<file path="config.mk">
export PLATFORM = sky130hd
export DESIGN_NAME = pwm_sample_scheduler_flat
export DESIGN_NICKNAME = d
export VERILOG_FILES = /design/src/rtl/pwm_sample_scheduler_if.sv /design/src/rtl/pwm_sample_scheduler.sv /design/src/flat_wrapper.sv
export SDC_FILE = /design/constraint.sdc
export NUM_CORES = 1
export LEC_CHECK = 0
export BUFFER_PORTS_ARGS = -buffer_cell sky130_fd_sc_hd__buf_4
export CORE_MARGIN = 2
export CORE_UTILIZATION = 55
export CTS_CLUSTER_SIZE = 25
export DETAILED_ROUTE_END_ITERATION = 12
export PLACE_DENSITY = 0.79
export REMOVE_ABC_BUFFERS = 1
export SYNTH_ARGS = -nofsm -noshare
export SYNTH_HDL_FRONTEND = slang
export SYNTH_SLANG_ARGS = --single-unit
</file>
<file path="constraint.sdc">
create_clock -name clk -period 3.2 [get_ports clk]
set_input_delay 0.48 -clock clk [delete_from_list [all_inputs] [get_ports clk]]
set_output_delay 0.48 -clock clk [all_outputs]
set_load 0.01 [all_outputs]
</file>
<file path="src/rtl/pwm_sample_scheduler_if.sv">
// Sample stream from the filter chain into the PWM scheduler.
// Upstream holds s_data stable while s_valid is high until s_ready accepts it.
interface pwm_sample_scheduler_if #(
   parameter int W = 16
);
   logic         s_valid;
   logic [W-1:0] s_data;
   logic         s_ready;

   modport master (output s_valid, output s_data, input s_ready);
   modport slave  (input s_valid, input s_data, output s_ready);
endinterface

</file>
<file path="src/rtl/pwm_sample_scheduler.sv">
// Paces buffered audio samples into the PWM duty input at one sample per PWM frame,
// with start-up priming, underrun recovery and mute.
module pwm_sample_scheduler #(
   parameter int N     = 10,
   parameter int W     = 16,
   parameter int DEPTH = 4
) (
   input  logic                     clk,
   input  logic                     reset_n,
   pwm_sample_scheduler_if.slave    s,
   input  logic                     pwm_ready,
   input  logic                     mute,
   output logic [N-1:0]             duty_val,
   output logic                     frame_tick,
   output logic                     underrun,
   output logic [15:0]              underrun_cnt,
   output logic [$clog2(DEPTH):0]   fifo_level
);
   localparam int AW = $clog2(DEPTH);
   localparam int LW = AW + 1;
   localparam logic [N-1:0] MID = {1'b1, {(N-1){1'b0}}};

   typedef enum logic {PRIME, PLAY} state_t;

   state_t         state;
   logic [W-1:0]   mem [DEPTH];
   logic [AW-1:0]  rd_ptr;
   logic [AW-1:0]  wr_ptr;
   logic           pwm_ready_d;
   logic           push;
   logic           pop;
   logic           empty;
   logic [W-1:0]   head;
   logic [N-1:0]   code;

   assign s.s_ready  = (fifo_level != LW'(DEPTH));
   assign frame_tick = pwm_ready & ~pwm_ready_d;
   assign push       = s.s_valid & s.s_ready;
   assign empty      = (fifo_level == '0);
   // PRIME only pops once half the FIFO is filled, giving slack against jitter upstream
   assign pop        = frame_tick & ~empty & ((state == PLAY) | (fifo_level >= LW'(DEPTH / 2)));
   assign head       = mem[rd_ptr];
   assign code       = {~head[W-1], head[W-2 -: N-1]};

   always_ff @(posedge clk) begin
      if (push) begin
         mem[wr_ptr] <= s.s_data;
      end
   end

   always_ff @(posedge clk or negedge reset_n) begin
      if (!reset_n) begin
         rd_ptr     <= '0;
         wr_ptr     <= '0;
         fifo_level <= '0;
      end else begin
         if (push) begin
            wr_ptr <= wr_ptr + AW'(1);
         end
         if (pop) begin
            rd_ptr <= rd_ptr + AW'(1);
         end
         fifo_level <= fifo_level + LW'(push) - LW'(pop);
      end
   end

   // Underrun is decided on the registered level, so a push in the tick cycle cannot rescue it
   always_ff @(posedge clk or negedge reset_n) begin
      if (!reset_n) begin
         state        <= PRIME;
         duty_val     <= MID;
         underrun     <= 1'b0;
         underrun_cnt <= '0;
         pwm_ready_d  <= 1'b0;
      end else begin
         pwm_ready_d <= pwm_ready;
         underrun    <= 1'b0;
         if (frame_tick) begin
            case (state)
               PRIME: begin
                  if (pop) begin
                     duty_val <= mute ? MID : code;
                     state    <= PLAY;
                  end
               end
               PLAY: begin
                  if (pop) begin
                     duty_val <= mute ? MID : code;
                  end else begin
                     underrun <= 1'b1;
                     if (underrun_cnt != 16'hFFFF) begin
                        underrun_cnt <= underrun_cnt + 16'd1;
                     end
                     state <= PRIME;
                  end
               end
               default: state <= PRIME;
            endcase
         end
      end
   end
endmodule

</file>
<file path="src/flat_wrapper.sv">
// flat-port wrapper written by rule: the top's interface ports become plain ports
module pwm_sample_scheduler_flat 
#(
   parameter int N     = 10,
   parameter int W     = 16,
   parameter int DEPTH = 4
)
  (clk, reset_n, pwm_ready, mute, duty_val, frame_tick, underrun, underrun_cnt, fifo_level, s_s_valid, s_s_data, s_s_ready);
  pwm_sample_scheduler_if #(.W(W)) s_i ();
  input  logic clk;
  input  logic reset_n;
  input  logic pwm_ready;
  input  logic mute;
  output logic [N-1:0] duty_val;
  output logic frame_tick;
  output logic underrun;
  output logic [15:0] underrun_cnt;
  output logic [$clog2(DEPTH):0] fifo_level;
  input wire logic [$bits(s_i.s_valid)-1:0] s_s_valid;
  input wire logic [$bits(s_i.s_data)-1:0] s_s_data;
  output wire logic [$bits(s_i.s_ready)-1:0] s_s_ready;
  assign s_i.s_valid = s_s_valid;
  assign s_i.s_data = s_s_data;
  assign s_s_ready = s_i.s_ready;
  pwm_sample_scheduler #(.N(N), .W(W), .DEPTH(DEPTH)) u_core (.clk(clk), .reset_n(reset_n), .s(s_i), .pwm_ready(pwm_ready), .mute(mute), .duty_val(duty_val), .frame_tick(frame_tick), .underrun(underrun), .underrun_cnt(underrun_cnt), .fifo_level(fifo_level));
endmodule
</file>
==> key figures, run 1 <==
Detailed routing
  – Drt pass-1 iters: 4
  – Met3 wire len: 270 um
  – DR DRC count: 0
  – Average wire per standard cell: 14.9 um
  – Number of vias per cell: 5.24
  – Vias: 1775
  – Total wire length: 5.06 mm
  – DRT antenna net count: 0
  – Met2 WL: 2.48 mm
  – WL met1: 2.18 mm
  – Iter 0 DRT Violations: 111
  – Top Metal Used: met4

Timing
  – Setup_tns: 0 ns
  – Final setup fails: 0
  – Clock period minus worst slack: 2.51 ns
  – Worst slew margin: 0.533
  – Final Hold Vio Count: 0
  – Clock Skew: 0.00818 ns
  – Fmax: 398 MHz
  – Period utilization: 0.785
  – Slew @ Worst Pin: 0.700 ns
  – Slew Viols, Final: 0
  – RSZ-0062 raised after global routing: false
  – Hold WS: 0.0766 ns

Die
  – Top Ports: 53
  – # rows: 27
  – Horiz. Die Dim: 79.7 um
  – Die area: 6350 um2
  – Core Area: 5510 um2
  – Initial Util: 0.572
  – Die span in y: 79.7 um

Synthesis
  – Synth Flop Type: edfxtp_1
  – Post-synth EDFFs: 40
  – Cell variety after synth: 32
  – Post-synthesis sequential area ratio: 0.667
  – Flops & latches, synth: 76
  – Average instance area after synthesis: 15.1 um2
  – Synthesized area: 3150 um2
  – Synth Instances: 209
  – Yosys warns: 0
  – Post-synthesis async set-or-reset flop share: 0.474

Worst setup path
  – Crit path DAT: 2.75 ns
  – Max incr delay on CP: 0.42 ns
  – Crit path kind: flip-flop to flip-flop
  – Startpoint Class: flip-flop
  – Most common cell on crit path: inv_1
  – Critical-path cell list: inv_1 -> ha_1 -> inv_1 -> o311ai_4 -> buf_4 -> inv_2 -> ha_1 -> inv_1 -> ha_1 -> inv_1 -> fa_1 -> xor2_1
  – Worst Setup End Kind: flip-flop
  – Buf/Inv on CP: 6
  – CP Max Fanout: 14
  – Worst path slowest cell: dfrtp_1
  – CP Data Required Time: 3.44 ns
  – Crit path max-delay family: adder cells

Placement
  – Final GP Congestion: 0.760
  – I/O Buffers: 46
  – Dpl hpwl: 3.52 mm
  – Cells after DPL: 323

Power
  – Seq pwr share: 0.500
  – Net Sw Frac: 0.305
  – Clock network power share: 0.255
  – Combinational cell fraction of total power: 0.245
  – Pwr Total: 0.00286 W
  – Pwr per Cell Area: 758 nW/um2
  – Pint: 0.00199 W
  – Worst IR Drop VDD: 362 uV
  – Net Sw Power: 0.000872 W
  – Leak pwr: 1.60 nW

Global routing
  – First-pass GRT wire length: 8.35 mm
  – Initial antenna violation count: 0
  – Largest net degree at the start of global routing: 37
  – Vias in the first global route: 1728
  – Tot GR Track Use: 0.181
  – Global route overflow: 0

Clock network
  – Clk pin slew, worst setup/hold paths: 0.08 ns
  – Clk Latency, worst-skew pair: 0.34 ns
  – Hold_buf cts: 0
  – Htree depth: 3
  – Clk sink count: 76
  – Deepest clock path buffer count: 2
  – CTS buffer count: 9
  – Post-CTS Setup Bufs: 0
  – CTS tree: done
  – Root buf cell: clkbuf_8
  – CTS resizes: 0

Finish
  – Final std cells w/o fill: 339
  – Most frequent cells in the layout: buf_4 (47), edfxtp_1 (40), dfrtp_1 (35)
  – Layout area overhead: 19.7%
  – Most common cell after layout, fill and taps aside: buf_4
  – Layout cells sized above 1: 0.315
  – Final #Nets: 292
  – # diodes: 0

Status
  – Status: complete, no violations

Flow run
  – Max Cap Viol: 0

Min path
  – Type of the most critical hold path: input pin to async pin
[final cells by class]
| class | count | area (um2) |
|---|---|---|
| timing repair buffer | 47 | 353 |
| tap | 72 | 90.1 |
| multi-input combinational | 115 | 980 |
| clock buffer | 9 | 124 |
| sequential | 76 | 2100 |
| inverter | 13 | 48.8 |
| clock inverter | 7 | 75.1 |
| fill | 375 | 1730 |
[routing by layer]
metal,vias up,track usage
li1,851,-
met1,859,0.234
met2,53,0.282
met3,12,0.0373
met4,0,0.110
met5,-,0
[path summary, 6_finish.rpt]
path	start	to	slack [ns]	cells after the start
worst max-delay path	u_core.fifo_level[2]$_DFF_PN0_	u_core.fifo_level[2]$_DFF_PN0_	0.69	12
worst min-delay path	reset_n	u_core.underrun_cnt[11]$_DFFE_PN0P_	0.08	1
worst max register to register	u_core.fifo_level[2]$_DFF_PN0_	u_core.fifo_level[2]$_DFF_PN0_	0.69	12
worst min register to register	u_core.duty_val[1]$_DFFE_PN0P_	u_core.duty_val[1]$_DFFE_PN0P_	0.49	2
max in group asynchronous	reset_n	u_core.duty_val[9]$_DFFE_PN1P_	2.78	1
min in group clk	pwm_ready	u_core.pwm_ready_d$_DFF_PN0_	0.25	1
[flip-flops by register name, summed over array words and instances, names as in the netlist]
signal / cells
u_core.mem: 40
u_core.underrun_cnt: 16
u_core.duty_val: 10
u_core.fifo_level: 3
u_core.rd_ptr: 2
u_core.wr_ptr: 2
u_core.pwm_ready_d: 1
u_core.state: 1
u_core.underrun: 1
[power by group through the flow]
stage | clock, W | sequential [W] | combinational, W
after floorplan | 0 | 0.00145 | 0.000429
after global placement | 0 | 0.00145 | 0.000696
after detailed placement | 0 | 0.00146 | 0.000714
after CTS | 0.000739 | 0.00144 | 0.000719
after global routing | 0.000782 | 0.00147 | 0.000785
final | 0.000729 | 0.00143 | 0.000701
[Yosys cell counts, drive strengths merged, types with 2 or more instances]
library cell | n | area (um2)
dfrtp | 35 | 876
xor2 | 4 | 35.0
nand2 | 29 | 109
nor2 | 6 | 22.5
edfxtp | 40 | 1200
ha | 8 | 100
mux4 | 10 | 225
buf | 2 | 8.75
nand3 | 3 | 15.0
clkbuf | 3 | 11.3
o21ai | 11 | 55.1
nor3 | 5 | 41.3
inv | 13 | 48.8
nand4 | 8 | 71.3
and3 | 7 | 43.8
xnor2 | 15 | 131
[worst register-to-register path, delay by kind of cell, from the launching register on]
family / cells / cell delay, ns
AOI/OAI and AO/OA: 1 / 0.24
xor gates and xnor gates: 1 / 0.17
adders and majority gates: 4 / 0.94
buffers and inverters: 6 / 0.62
DFF: 1 / 0.42
[cells by family after synthesis]
family	after synthesis	share of synthesized area
adders and majority gates	9	0.0381
buffers and inverters	18	0.0218
xor gates and xnor gates	19	0.0528
and+or+nand+nor	63	0.116
AOI/OAI and AO/OA	13	0.0286
DFF	76	0.667
muxes	11	0.0750
[metrics by stage]
step	area, um2	util	worst slack [ns]
floorplan	3130	-	0.685
global placement	3570	0.649	0.711
detailed placement	3570	0.649	0.687
CTS	3770	0.685	0.671
global route	3770	0.685	0.532
finish	3770	0.685	0.688
No activity file was read; power rests on OpenSTA's default activity.
==> run 2, diff against run 1 <==
- CORE_UTILIZATION: 55 -> 50
- PLACE_DENSITY: 0.79 -> 0.76
- clock period: 3.2 -> 2.25 ns (I/O delays scaled with it)
==> key figures, run 2 (synthesized netlist as in run 1, its figures left out) <==
Status
  – Status: complete, no violations

Detailed routing
  – DRT antenna net count: 0
  – Drt pass-1 iters: 4
  – Iter 0 DRT Violations: 73
  – Average wire per standard cell: 15.3 um
  – Total wire length: 5.33 mm
  – Vias: 1807
  – Number of vias per cell: 5.19
  – DR DRC count: 0

Global routing
  – First-pass GRT wire length: 8.94 mm
  – Largest net degree at the start of global routing: 37
  – Global route overflow: 0
  – Initial antenna violation count: 0
  – Tot GR Track Use: 0.167
  – Vias in the first global route: 1806

Timing
  – Final worst slack: 0.123 ns
  – Fmax: 470 MHz
  – Setup_tns: 0 ns
  – Worst slew margin: 0.649
  – RSZ-0062 raised after global routing: false
  – Final setup fails: 0
  – Hold WS: 0.104 ns
  – Period utilization: 0.946
  – Final Hold Vio Count: 0
  – Slew Viols, Final: 0
  – Clock period minus worst slack: 2.13 ns
  – Slew @ Worst Pin: 0.527 ns
  – Clock Skew: 0.00693 ns

Clock network
  – Htree depth: 3
  – Deepest clock path buffer count: 2
  – CTS buffer count: 9
  – CTS tree: done
  – Clk pin slew, worst setup/hold paths: 0.08 ns
  – Clk Latency, worst-skew pair: 0.35 ns
  – Root buf cell: clkbuf_8
  – Clk sink count: 76

Die
  – Core Area: 5990 um2
  – # rows: 28
  – Initial Util: 0.526
  – Die span in y: 83.4 um
  – Horiz. Die Dim: 83.4 um
  – Die area: 6950 um2
  – Top Ports: 53

Finish
  – FF/Latch Area: 2100 um2
  – Biggest regs: u_core.mem (40), u_core.underrun_cnt (16), u_core.duty_val (10)
  – Top reg by flops: u_core.mem
  – # diodes: 0
  – Layout cells sized above 1: 0.355
  – Final #Nets: 298
  – Fillers: 442
  – Final std cells w/o fill: 348
  – Max reg flops: 40
  – Layout area overhead: 22.3%
  – Most common cell after layout, fill and taps aside: buf_4
  – Area of the multi-input gates: 1000 um2
  – Most frequent cells in the layout: buf_4 (52), edfxtp_1 (40), dfrtp_1 (34)

Placement
  – Final GP Congestion: 0.730
  – Dpl hpwl: 3.74 mm
  – Setup WS pre-CTS: 0.0334 ns
  – Cells after DPL: 328
  – I/O Buffers: 46

Worst setup path
  – Startpoint Class: flip-flop
  – Worst path slowest cell: fa_2
  – Most common cell on crit path: inv_1
  – Worst Setup End Kind: flip-flop
  – Crit path kind: flip-flop to flip-flop
  – Critical-path cell list: or3_4 -> o311ai_4 -> inv_2 -> ha_4 -> inv_1 -> ha_2 -> inv_1 -> fa_2 -> inv_1
  – CP Max Fanout: 5
  – Buf/Inv on CP: 4
  – Max incr delay on CP: 0.51 ns
  – Crit path max-delay family: adder cells
  – Crit path DAT: 2.38 ns
  – CP Data Required Time: 2.50 ns

Power
  – Pwr per Cell Area: 1090 nW/um2
  – Leak pwr: 1.63 nW
  – Worst IR Drop VDD: 609 uV

Flow run
  – Max Cap Viol: 0

Min path
  – Type of the most critical hold path: input pin to flip-flop
[run 2: path summary, 6_finish.rpt]
kind	cells past startpoint	endpoint	start	slack, ns
worst max-delay path	9	u_core.fifo_level[1]$_DFF_PN0_	u_core.fifo_level[0]$_DFF_PN0_	0.12
worst min-delay path	1	u_core.pwm_ready_d$_DFF_PN0_	pwm_ready	0.10
worst max register to register	9	u_core.fifo_level[1]$_DFF_PN0_	u_core.fifo_level[0]$_DFF_PN0_	0.12
worst min register to register	2	u_core.duty_val[1]$_DFFE_PN0P_	u_core.duty_val[1]$_DFFE_PN0P_	0.49
max in group asynchronous	2	u_core.fifo_level[1]$_DFF_PN0_	reset_n	1.43
min in group asynchronous	2	u_core.underrun_cnt[9]$_DFFE_PN0P_	reset_n	0.47
[run 2: timing repair]
item / 4_1_cts / 5_1_grt
hold buffers: 1 / 0
buffers inserted: 0 / 3
hold endpoints to repair: 35 / 0
gates resized for setup: 0 / 7
setup endpoints to repair: 0 / 2
[run 2: report_power, final]
| part | switching, W | internal [W] | leakage (nW) | total, W |
|---|---|---|---|---|
| Sequential | 0.000191 | 0.00179 | 0.829 | 0.00198 |
| Combinational | 0.000570 | 0.000594 | 0.698 | 0.00116 |
| Clock | 0.000538 | 0.000532 | 0.105 | 0.00107 |
[run 2: layout make-up]
| cell class | instances | share of cell area |
|---|---|---|
| Clock buffer | 9 | 0.0321 |
| Clock inverter | 7 | 0.0214 |
| Inverter | 13 | 0.0127 |
| Multi-Input combinational cell | 115 | 0.259 |
| Sequential cell | 76 | 0.546 |
| Tap cell | 75 | 0.0244 |
| Timing Repair Buffer | 53 | 0.104 |
[run 2: per-layer routing]
metal  up-vias  global-route usage  wire, um  part of all wire
li1        873                   -         -                 -
met1       884               0.206      2300              0.43
met2        39               0.275      2700              0.51
met3        11              0.0398       223             0.042
met4         0              0.0849        99             0.019
met5         -                   0         0                 0
[run 2: worst register-to-register path, delay by kind of cell, from the launching register on]
kind | cells | cell delay, ns
buffers and inverters | 4 | 0.23
adders and majority gates | 3 | 0.87
DFF | 1 | 0.43
and+or+nand+nor | 1 | 0.41
AOI/OAI and AO/OA | 1 | 0.10
[run 2: metrics by stage]
stage | cell area [um2] | power [W] | utilization
floorplan | 3130 | 0.00267 | -
global placement | 3590 | 0.00307 | 0.600
detailed placement | 3590 | 0.00313 | 0.600
CTS | 3810 | 0.00420 | 0.636
global route | 3850 | 0.00446 | 0.643
finish | 3850 | 0.00421 | 0.643
==> run 3, diff against run 2 <==
- CORE_UTILIZATION: 50 -> 55
- PLACE_DENSITY: 0.76 -> 0.79
- clock period: 2.25 -> 2.45 ns (I/O delays scaled with it)
==> key figures, run 3 (synthesized netlist as in run 1, its figures left out) <==
Status
  – Status: complete, no violations

Worst setup path
  – Crit path DAT: 2.43 ns
  – Max incr delay on CP: 0.42 ns
  – Startpoint Class: flip-flop
  – Crit path max-delay family: adder cells
  – Buf/Inv on CP: 5
  – CP Launch Point: u_core.fifo_level[2]$_DFF_PN0_
  – Worst Setup End Kind: flip-flop
  – Stages on worst setup path: 11
  – CP Data Required Time: 2.68 ns
  – Worst path slowest cell: dfrtp_1
  – R2R depth: 11
  – RR Endpoint: u_core.fifo_level[2]$_DFF_PN0_
  – Worst Setup EP: u_core.fifo_level[2]$_DFF_PN0_
  – Most common cell on crit path: inv_1
  – Reg2reg start: u_core.fifo_level[2]$_DFF_PN0_
  – CP Max Fanout: 5
  – Critical-path cell list: inv_1 -> ha_1 -> inv_1 -> o311ai_4 -> inv_2 -> ha_1 -> inv_1 -> ha_1 -> inv_1 -> fa_1 -> xor2_1
  – Flop2flop setup slack: 0.25 ns
  – Crit path kind: flip-flop to flip-flop

Die
  – Die area: 6350 um2
  – Top Ports: 53
  – Initial Util: 0.572
  – Die span in y: 79.7 um
  – Core Area: 5510 um2
  – Horiz. Die Dim: 79.7 um
  – # rows: 27

Finish
  – Layout area overhead: 20.3%
  – Layout cells sized above 1: 0.319
  – Final std cells w/o fill: 342
  – Max reg flops: 40
  – # diodes: 0
  – Final #Nets: 295
  – Most common cell after layout, fill and taps aside: buf_4
  – Top reg by flops: u_core.mem
  – Final core utilization: 0.689
  – Most frequent cells in the layout: buf_4 (49), edfxtp_1 (40), dfrtp_1 (35)
  – Biggest regs: u_core.mem (40), u_core.underrun_cnt (16), u_core.duty_val (10)

Power
  – Net Sw Frac: 0.297
  – Pint: 0.00262 W
  – Pwr per Cell Area: 981 nW/um2
  – Clock network power share: 0.244
  – Seq pwr share: 0.490
  – Net Sw Power: 0.00110 W
  – Leak pwr: 1.62 nW
  – Worst IR Drop VDD: 507 uV
  – Combinational cell fraction of total power: 0.267

Detailed routing
  – Number of vias per cell: 5.24
  – Total wire length: 5.07 mm
  – Average wire per standard cell: 14.8 um
  – Iter 0 DRT Violations: 97
  – DR DRC count: 0
  – Drt pass-1 iters: 4
  – Vias: 1791
  – DRT antenna net count: 0

Clock network
  – CTS tree: done
  – Root buf cell: clkbuf_8
  – CTS buffer count: 9
  – Clk pin slew, worst setup/hold paths: 0.07 ns
  – Htree depth: 3
  – Deepest clock path buffer count: 2
  – Clk sink count: 76
  – Clk Latency, worst-skew pair: 0.34 ns

Placement
  – Setup WS pre-CTS: 0.251 ns
  – Cells after DPL: 325
  – I/O Buffers: 46
  – Dpl hpwl: 3.51 mm
  – Final GP Congestion: 0.754

Min path
  – HP Start: pwm_ready
  – Type of the most critical hold path: input pin to flip-flop

Timing
  – Final setup fails: 0
  – Period utilization: 0.899
  – Worst slew margin: 0.659
  – Slew Viols, Final: 0
  – Clock period minus worst slack: 2.20 ns
  – Final Hold Vio Count: 0
  – Final worst slack: 0.246 ns
  – RSZ-0062 raised after global routing: false
  – Slew @ Worst Pin: 0.512 ns
  – Fmax: 454 MHz
  – Clock Skew: 0.00761 ns

Global routing
  – Vias in the first global route: 1781
  – Initial antenna violation count: 0
  – Global route overflow: 0
  – Largest net degree at the start of global routing: 37
  – Tot GR Track Use: 0.182
  – First-pass GRT wire length: 8.45 mm

Flow run
  – Max Cap Viol: 0
## run 3: cell types whose count changed in the layout (fill, tap and decap cells not counted), sizes merged
cell      change
clkinvlp      +1
clkbuf        +1
clkinv        +2
buf           -3
inv           -4
## run 3: area by class of cell
cell class                      count  area (um2)
Timing Repair Buffer               50         378
Sequential cell                    76        2100
Tap cell                           72        90.1
Multi-Input combinational cell    115         980
Clock inverter                      6        65.1
Inverter                           13        48.8
Clock buffer                       10         128
Fill cell                         409        1710
## run 3: worst min path at each step
stage,to,slack [ns],cells past startpoint
floorplan,u_core.duty_val[0]$_DFFE_PN0P_,0.07,0
global placement,u_core.underrun_cnt[9]$_DFFE_PN0P_,0.35,1
detailed placement,u_core.underrun_cnt[9]$_DFFE_PN0P_,0.35,1
CTS,u_core.pwm_ready_d$_DFF_PN0_,0.13,1
global route,u_core.pwm_ready_d$_DFF_PN0_,0.12,1
finish,u_core.pwm_ready_d$_DFF_PN0_,0.15,1
## run 3: through the flow
step | setup TNS, ns | total power, W | hold slack (ns) | instance area, um2
after detailed placement | 0 | 0.00286 | 0.348 | 3590
after global routing | 0 | 0.00396 | 0.125 | 3790
after CTS | 0 | 0.00377 | 0.129 | 3790
final | 0 | 0.00372 | 0.148 | 3790
after global placement | 0 | 0.00282 | 0.349 | 3590
after floorplan | -0.0968 | 0.00245 | 0.0719 | 3130
## run 3: worst register-to-register path, delay by kind of cell (launching register included)
kind | cells | cell delay, ns
flip-flops | 1 | 0.42
XOR/XNOR | 1 | 0.16
AO/OA/AOI/OAI | 1 | 0.29
adder cells (fa/ha/maj) | 4 | 0.89
buffers and inverters | 5 | 0.32
## run 3: power by group through the flow
stage	sequential, W	combinational, W	clock [W]
2_1_floorplan	0.00189	0.000560	0
3_3_place_gp	0.00184	0.000983	0
3_5_place_dp	0.00185	0.00101	0
4_1_cts	0.00183	0.00102	0.000931
5_1_grt	0.00186	0.00111	0.000991
6_report	0.00182	0.000992	0.000906
## run 3: per-layer routing
| metal | track usage | vias to the layer above | part of all wire |
|---|---|---|---|
| met3 | 0.0622 | 4 | 0.057 |
| met4 | 0.0672 | 0 | 0.0095 |
| met5 | 0 | - | 0 |
| li1 | - | 859 | - |
| met1 | 0.223 | 881 | 0.42 |
| met2 | 0.299 | 47 | 0.51 |
## run 3: repair_timing
item / CTS / global route
hold buffers: 1 / 0
endpoints found under the hold margin: 35 / 0
setup buffers: 0 / 0
resized for setup: 0 / 0
